===== src/rtl/gmii_rx_framer.sv =====
// rtl/gmii_rx_framer.sv - GMII receive framer: preamble/SFD strip, FCS and length check, SFD timestamp
// One byte of hold delay lets the last byte carry out_eof, since end of frame is only known when dv falls.
module gmii_rx_framer #(
  parameter int MIN_PREAMBLE  = 2,
  parameter int MIN_FRAME_LEN = 64,
  parameter int MAX_FRAME_LEN = 1518
) (
  input  logic        gmii_rx_clk,
  input  logic        sys_rst_n,
  input  logic [7:0]  gmii_rxd,
  input  logic        gmii_rx_dv,
  input  logic        gmii_rx_er,
  input  logic [63:0] global_counter,
  output logic        out_valid,
  output logic [7:0]  out_data,
  output logic        out_sof,
  output logic        out_eof,
  output logic [10:0] out_len,
  output logic        out_crc_ok,
  output logic        out_err,
  output logic [63:0] out_tstamp,
  output logic [31:0] frame_cnt,
  output logic [31:0] err_cnt
);

  localparam logic [31:0] CRC_POLY    = 32'hEDB8_8320;
  localparam logic [31:0] CRC_RESIDUE = 32'hDEBB_20E3;

  typedef enum logic [1:0] {IDLE, PRE, DATA, DROP} state_t;

  state_t      state, state_nxt;
  logic [3:0]  pre_cnt;
  logic [31:0] crc;
  logic [10:0] len;
  logic        er_seen;
  logic        hold_valid;
  logic        hold_first;
  logic [7:0]  hold_data;

  logic sfd_ok, sfd_hit, take_byte, end_frame, emit, eof_now, crc_ok, frame_bad;

  function automatic logic [31:0] crc32_byte(input logic [31:0] c, input logic [7:0] d);
    logic [31:0] r;
    r = c ^ {24'd0, d};
    for (int i = 0; i < 8; i++) begin
      r = r[0] ? ((r >> 1) ^ CRC_POLY) : (r >> 1);
    end
    return r;
  endfunction

  always_ff @(posedge gmii_rx_clk) begin
    if (!sys_rst_n) state <= IDLE;
    else            state <= state_nxt;
  end

  always_comb begin
    state_nxt = state;
    case (state)
      IDLE: if (gmii_rx_dv) state_nxt = (gmii_rxd == 8'h55) ? PRE : DROP;
      PRE: begin
        if (!gmii_rx_dv)             state_nxt = IDLE;
        else if (gmii_rxd == 8'h55)  state_nxt = PRE;
        else if (sfd_ok)             state_nxt = DATA;
        else                         state_nxt = DROP;
      end
      DATA: if (!gmii_rx_dv) state_nxt = IDLE;
      DROP: if (!gmii_rx_dv) state_nxt = IDLE;
      default: state_nxt = IDLE;
    endcase
  end

  always_comb begin
    sfd_ok    = (gmii_rxd == 8'hD5) && (int'(pre_cnt) >= MIN_PREAMBLE);
    sfd_hit   = (state == PRE) && gmii_rx_dv && sfd_ok;
    take_byte = (state == DATA) && gmii_rx_dv;
    end_frame = (state == DATA) && !gmii_rx_dv;
    emit      = (take_byte || end_frame) && hold_valid;
    eof_now   = end_frame && hold_valid;
    crc_ok    = (crc == CRC_RESIDUE);
    frame_bad = !crc_ok || (int'(len) < MIN_FRAME_LEN) || (int'(len) > MAX_FRAME_LEN) || er_seen;
  end

  always_ff @(posedge gmii_rx_clk) begin
    if (!sys_rst_n) begin
      pre_cnt    <= 4'd0;
      crc        <= 32'hFFFF_FFFF;
      len        <= 11'd0;
      er_seen    <= 1'b0;
      hold_valid <= 1'b0;
      hold_first <= 1'b0;
      hold_data  <= 8'd0;
      out_valid  <= 1'b0;
      out_data   <= 8'd0;
      out_sof    <= 1'b0;
      out_eof    <= 1'b0;
      out_len    <= 11'd0;
      out_crc_ok <= 1'b0;
      out_err    <= 1'b0;
      out_tstamp <= 64'd0;
      frame_cnt  <= 32'd0;
      err_cnt    <= 32'd0;
    end else begin
      if (state == IDLE)
        pre_cnt <= 4'd1;
      else if (state == PRE && gmii_rxd == 8'h55 && pre_cnt != 4'hF)
        pre_cnt <= pre_cnt + 4'd1;

      if (sfd_hit) begin
        crc        <= 32'hFFFF_FFFF;
        len        <= 11'd0;
        er_seen    <= 1'b0;
        hold_valid <= 1'b0;
        out_tstamp <= global_counter;
      end else if (take_byte) begin
        crc        <= crc32_byte(crc, gmii_rxd);
        if (len != 11'h7FF) len <= len + 11'd1;
        er_seen    <= er_seen | gmii_rx_er;
        hold_data  <= gmii_rxd;
        hold_first <= !hold_valid;
        hold_valid <= 1'b1;
      end else if (end_frame) begin
        hold_valid <= 1'b0;
      end

      // Status fields are forced to zero except on the eof beat.
      out_valid  <= emit;
      out_data   <= emit ? hold_data : 8'd0;
      out_sof    <= emit && hold_first;
      out_eof    <= eof_now;
      out_len    <= eof_now ? len : 11'd0;
      out_crc_ok <= eof_now && crc_ok;
      out_err    <= eof_now && frame_bad;
      frame_cnt  <= frame_cnt + 32'(eof_now);
      err_cnt    <= err_cnt + 32'(eof_now && frame_bad);
    end
  end

endmodule


===== config.mk =====
export PLATFORM = sky130hd
export DESIGN_NAME = gmii_rx_framer
export DESIGN_NICKNAME = d
export VERILOG_FILES = /design/src/rtl/gmii_rx_framer.sv
export SDC_FILE = /design/constraint.sdc
export NUM_CORES = 1
export LEC_CHECK = 0
export CAP_MARGIN = 20
export CELL_PAD_IN_SITES_DETAIL_PLACEMENT = 0
export CELL_PAD_IN_SITES_GLOBAL_PLACEMENT = 2
export CORE_UTILIZATION = 25
export DETAILED_ROUTE_END_ITERATION = 8
export GPL_ROUTABILITY_DRIVEN = 0
export HOLD_SLACK_MARGIN = 0.15
export PLACE_DENSITY = 0.79
export SKIP_LAST_GASP = 1
export SLEW_MARGIN = 20
export SYNTH_ARGS = -nofsm -noshare
export SYNTH_HDL_FRONTEND = slang
export SYNTH_SLANG_ARGS = --single-unit
export TNS_END_PERCENT = 5

===== constraint.sdc =====
create_clock -name gmii_rx_clk -period 8 [get_ports gmii_rx_clk]
set_clock_uncertainty 0.05 [all_clocks]
set_input_delay 2.4 -clock gmii_rx_clk [delete_from_list [all_inputs] [get_ports gmii_rx_clk]]
set_output_delay 2.4 -clock gmii_rx_clk [all_outputs]
set_load 0.01 [all_outputs]

==> results.py <==
metrics = {
    "clocking": {
        "cts_setup_buffers": 0,
        "cts_buffers": 26,
        "ctsResizeCount": 0,
        "clkTransAtPathRegs_ps": 60,
        "clockRootBuffer": "clkbuf_16",
        "clock_latency_ps": 520,
        "cts.sinks": 212,
        "cts_tree": "done",
        "h-tree-depth": 1,
        "cts_max_path_buffers": 3,
        "cts_hold_buf": 0,
    },
    "synthesis": {
        "seq_area_frac_synth_pct": 48.8,
        "synth-seq-cells": 212,
        "ys_async_sr_fraction_pct": 0,
        "ys_warn_count": 0,
        "syn_avg_cell_area_um2": 8.82,
        "synth_cell_types": 47,
        "netlist_instances": 987,
        "syn_nets": 1070,
        "syn_area_mm2": 0.00870,
        "synth_edf_count": 0,
        "synth_ff_type": "dfxtp_1",
    },
    "power": {
        "p_int_mw": 1.92,
        "seqPwrFrac_pct": 43.1,
        "switching_share_pct": 23.4,
        "p_clk_share_pct": 47.8,
        "leakage_nw": 4.30,
        "cellPowerDensity_mw_per_mm2": 204,
        "p_switching_uw": 586,
        "ir_drop_v": 0.000141,
        "p_comb_share_pct": 9.1,
    },
    "sta": {
        "hold_viol": 0,
        "tns_ps": 0,
        "min_period_ps": 4880,
        "setup_viol": 0,
        "worst_slack_ps": 3120,
        "finalCritPeriodShare_pct": 61.0,
        "tightest_slew_ps": 1100,
        "slew_headroom_pct": 24.7,
        "slew_violations": 0,
        "hold_slack_ps": 397,
        "rsz0062_at_grt": "no",
        "fmax_mhz": 205,
    },
    "worst_hold_path": {
        "hold_depth": 2,
        "hold_end": "out_tstamp[25]",
        "hold_start": "out_tstamp[25]",
        "worstHoldPathType": "reg2reg",
    },
    "worst_setup_path": {
        "slowest_stage": "clkdlybuf4s50_1",
        "cp_cell_sequence": "clkdlybuf4s50_1, nor3_1, ha_1, ha_1, and2_1, nand4_1, nor4_1, xnor2_1, nor2_1",
        "startpoint_type": "input port",
        "reg2reg_depth": 12,
        "reg2reg_slack_ps": 3770,
        "required_ps": 8340,
        "path_class": "in2reg",
        "reg2reg_to": "err_cnt[18]",
        "worstPathArrival_ps": 5220,
        "crit_path_max_fanout": 13,
        "reg2reg_from": "crc[10]",
        "path_common_cell": "ha_1",
        "critical-path-max-stage-delay_ps": 660,
        "end_kind": "flip-flop",
    },
    "floorplanning": {
        "ios": 228,
        "die_w_um": 189,
        "die_area_mm2": 0.0356,
        "core-area_mm2": 0.0339,
        "rows": 67,
        "die_h_um": 189,
        "start_util_pct": 25.7,
    },
    "placement": {
        "dp_cells": 1619,
        "port_buffers": 227,
        "placed_cell_area_mm2": 0.0114,
        "dp_hpwl_um": 17100,
        "pre_cts_slack_ps": 2440,
    },
    "global_routing": {
        "grt_usage_pct": 13.4,
        "gr-total-overflow": 0,
        "grt_max_degree": 85,
        "grt_pass1_vias": 6874,
        "antenna_found_initial": 0,
        "grt_first_pass_wirelength_um": 39000,
    },
    "layout": {
        "nets": 1282,
        "regArea_mm2": 0.00424,
        "drive_above_1_share_pct": 6.23,
        "final_common_cell": "clkdlybuf4s50_1",
        "area_delta_synth_final_pct": 41.3,
        "n_fill_cell": 3504,
        "multi_input_area_mm2": 0.00423,
        "antenna_cells": 0,
        "final_cells": 1667,
        "design_area_mm2": 0.0123,
        "layout_common_cells": "clkdlybuf4s50_1, dfxtp_1, nand2_1",
    },
    "route": {
        "drt_iter0_drc": 321,
        "avgViaCountPerCell": 4.40,
        "num_vias": 7332,
        "wl_um": 24800,
        "firstDrtPassIters": 4,
        "ant_nets": 0,
        "drt-wirelength-per-cell_um": 14.9,
        "route.detailed.drc": 0,
    },
    "outcome": {
        "status": "finished clean",
    },
    "run": {
        "maxCapViolCount": 0,
    },
}
==> registers in the layout, summed over array words and instances, names as in the netlist, 2 cells and up <==
signal,cells
frame_cnt,32
out_tstamp,64
out_len,11
hold_data,8
len,11
state,2
out_data,8
crc,32
err_cnt,32
pre_cnt,4
==> logic make-up after synthesis <==
| kind of cell | count (synthesis) | share of synthesized area (%) |
|---|---|---|
| and+or+nand+nor | 431 | 23.4 |
| muxes | 1 | 0.115 |
| DFF | 212 | 48.8 |
| xor gates and xnor gates | 128 | 14.1 |
| AOI/OAI and AO/OA | 147 | 9.76 |
| buffers and inverters | 61 | 2.82 |
| adders and majority gates | 7 | 1.01 |
==> layer usage <==
| layer | track usage [%] | vias to the layer above | share of wire (%) |
|---|---|---|---|
| met5 | 0 | - | 0 |
| met4 | 3.07 | 0 | 1.6 |
| met3 | 2.38 | 26 | 4.5 |
| met2 | 22.0 | 160 | 47 |
| met1 | 18.3 | 3416 | 47 |
| li1 | - | 3730 | - |
==> per-stage QoR <==
step	total power [mW]	util, %
2_1_floorplan	1.26	-
3_3_place_gp	1.34	33.6
3_5_place_dp	1.33	33.6
4_1_cts	2.56	36.3
5_1_grt	2.63	36.3
6_report	2.51	36.3
==> cells in the mapped netlist (all sizes together), types with 2 or more instances <==
library cell    n  area [um^2]
nor3           14         75.1
clkbuf         34          129
o21ai          16         80.1
a21oi          90          450
nand4b          2         17.5
and4            6         55.1
and3           10         62.6
nor2           75          282
nor4           10         62.6
or3            15         93.8
nand2         206          773
o211ai         32          240
and2           29          181
dfxtp         212         4240
a31oi           2         12.5
ha              7         87.6
and3b           2         17.5
or4             2         15.0
inv            13         48.8
and4bb          2         25.0
or2             4         25.0
xor2           45          439
nor2b           3         18.8
nand3          23          115
nand4          22          168
a211oi          2         15.0
buf            14         67.6
xnor2          82          763
and4b           2         20.0
nor4b           3         26.3
==> critical path: cells and delay by family <==
kind                       cells  cell delay (ps)
xor gates and xnor gates       1              180
adders and majority gates      2              410
buffers and inverters          1              660
and+or+nand+nor                5             1570
==> power groups by stage <==
| stage | logic, mW | clock network (mW) | registers [mW] |
|---|---|---|---|
| 6_report | 0.228 | 1.20 | 1.08 |
| 5_1_grt | 0.249 | 1.30 | 1.08 |
| 4_1_cts | 0.232 | 1.25 | 1.08 |
| 3_5_place_dp | 0.230 | 0 | 1.10 |
| 3_3_place_gp | 0.231 | 0 | 1.10 |
| 2_1_floorplan | 0.157 | 0 | 1.10 |
==> worst max-delay path by stage <==
| stage | slack, ps | cells after the start | startpoint | endpoint |
|---|---|---|---|---|
| CTS | 2990 | 9 | gmii_rx_dv | frame_cnt[26] |
| floorplan | 3510 | 9 | gmii_rx_dv | frame_cnt[26] |
| detailed placement | 2440 | 9 | gmii_rx_dv | frame_cnt[26] |
| global route | 2820 | 9 | gmii_rx_dv | err_cnt[26] |
| global placement | 2530 | 9 | gmii_rx_dv | frame_cnt[26] |
| finish | 3120 | 9 | gmii_rx_dv | err_cnt[30] |
==> cell type report <==
class	count	share of cell area, %
Timing Repair Buffer	232	18.8
Tap cell	448	4.56
Sequential cell	212	34.5
Inverter	13	0.417
Clock buffer	41	6.74
Clock inverter	7	0.539
Multi-Input combinational cell	714	34.4
Power figures use the tool's default switching activity.
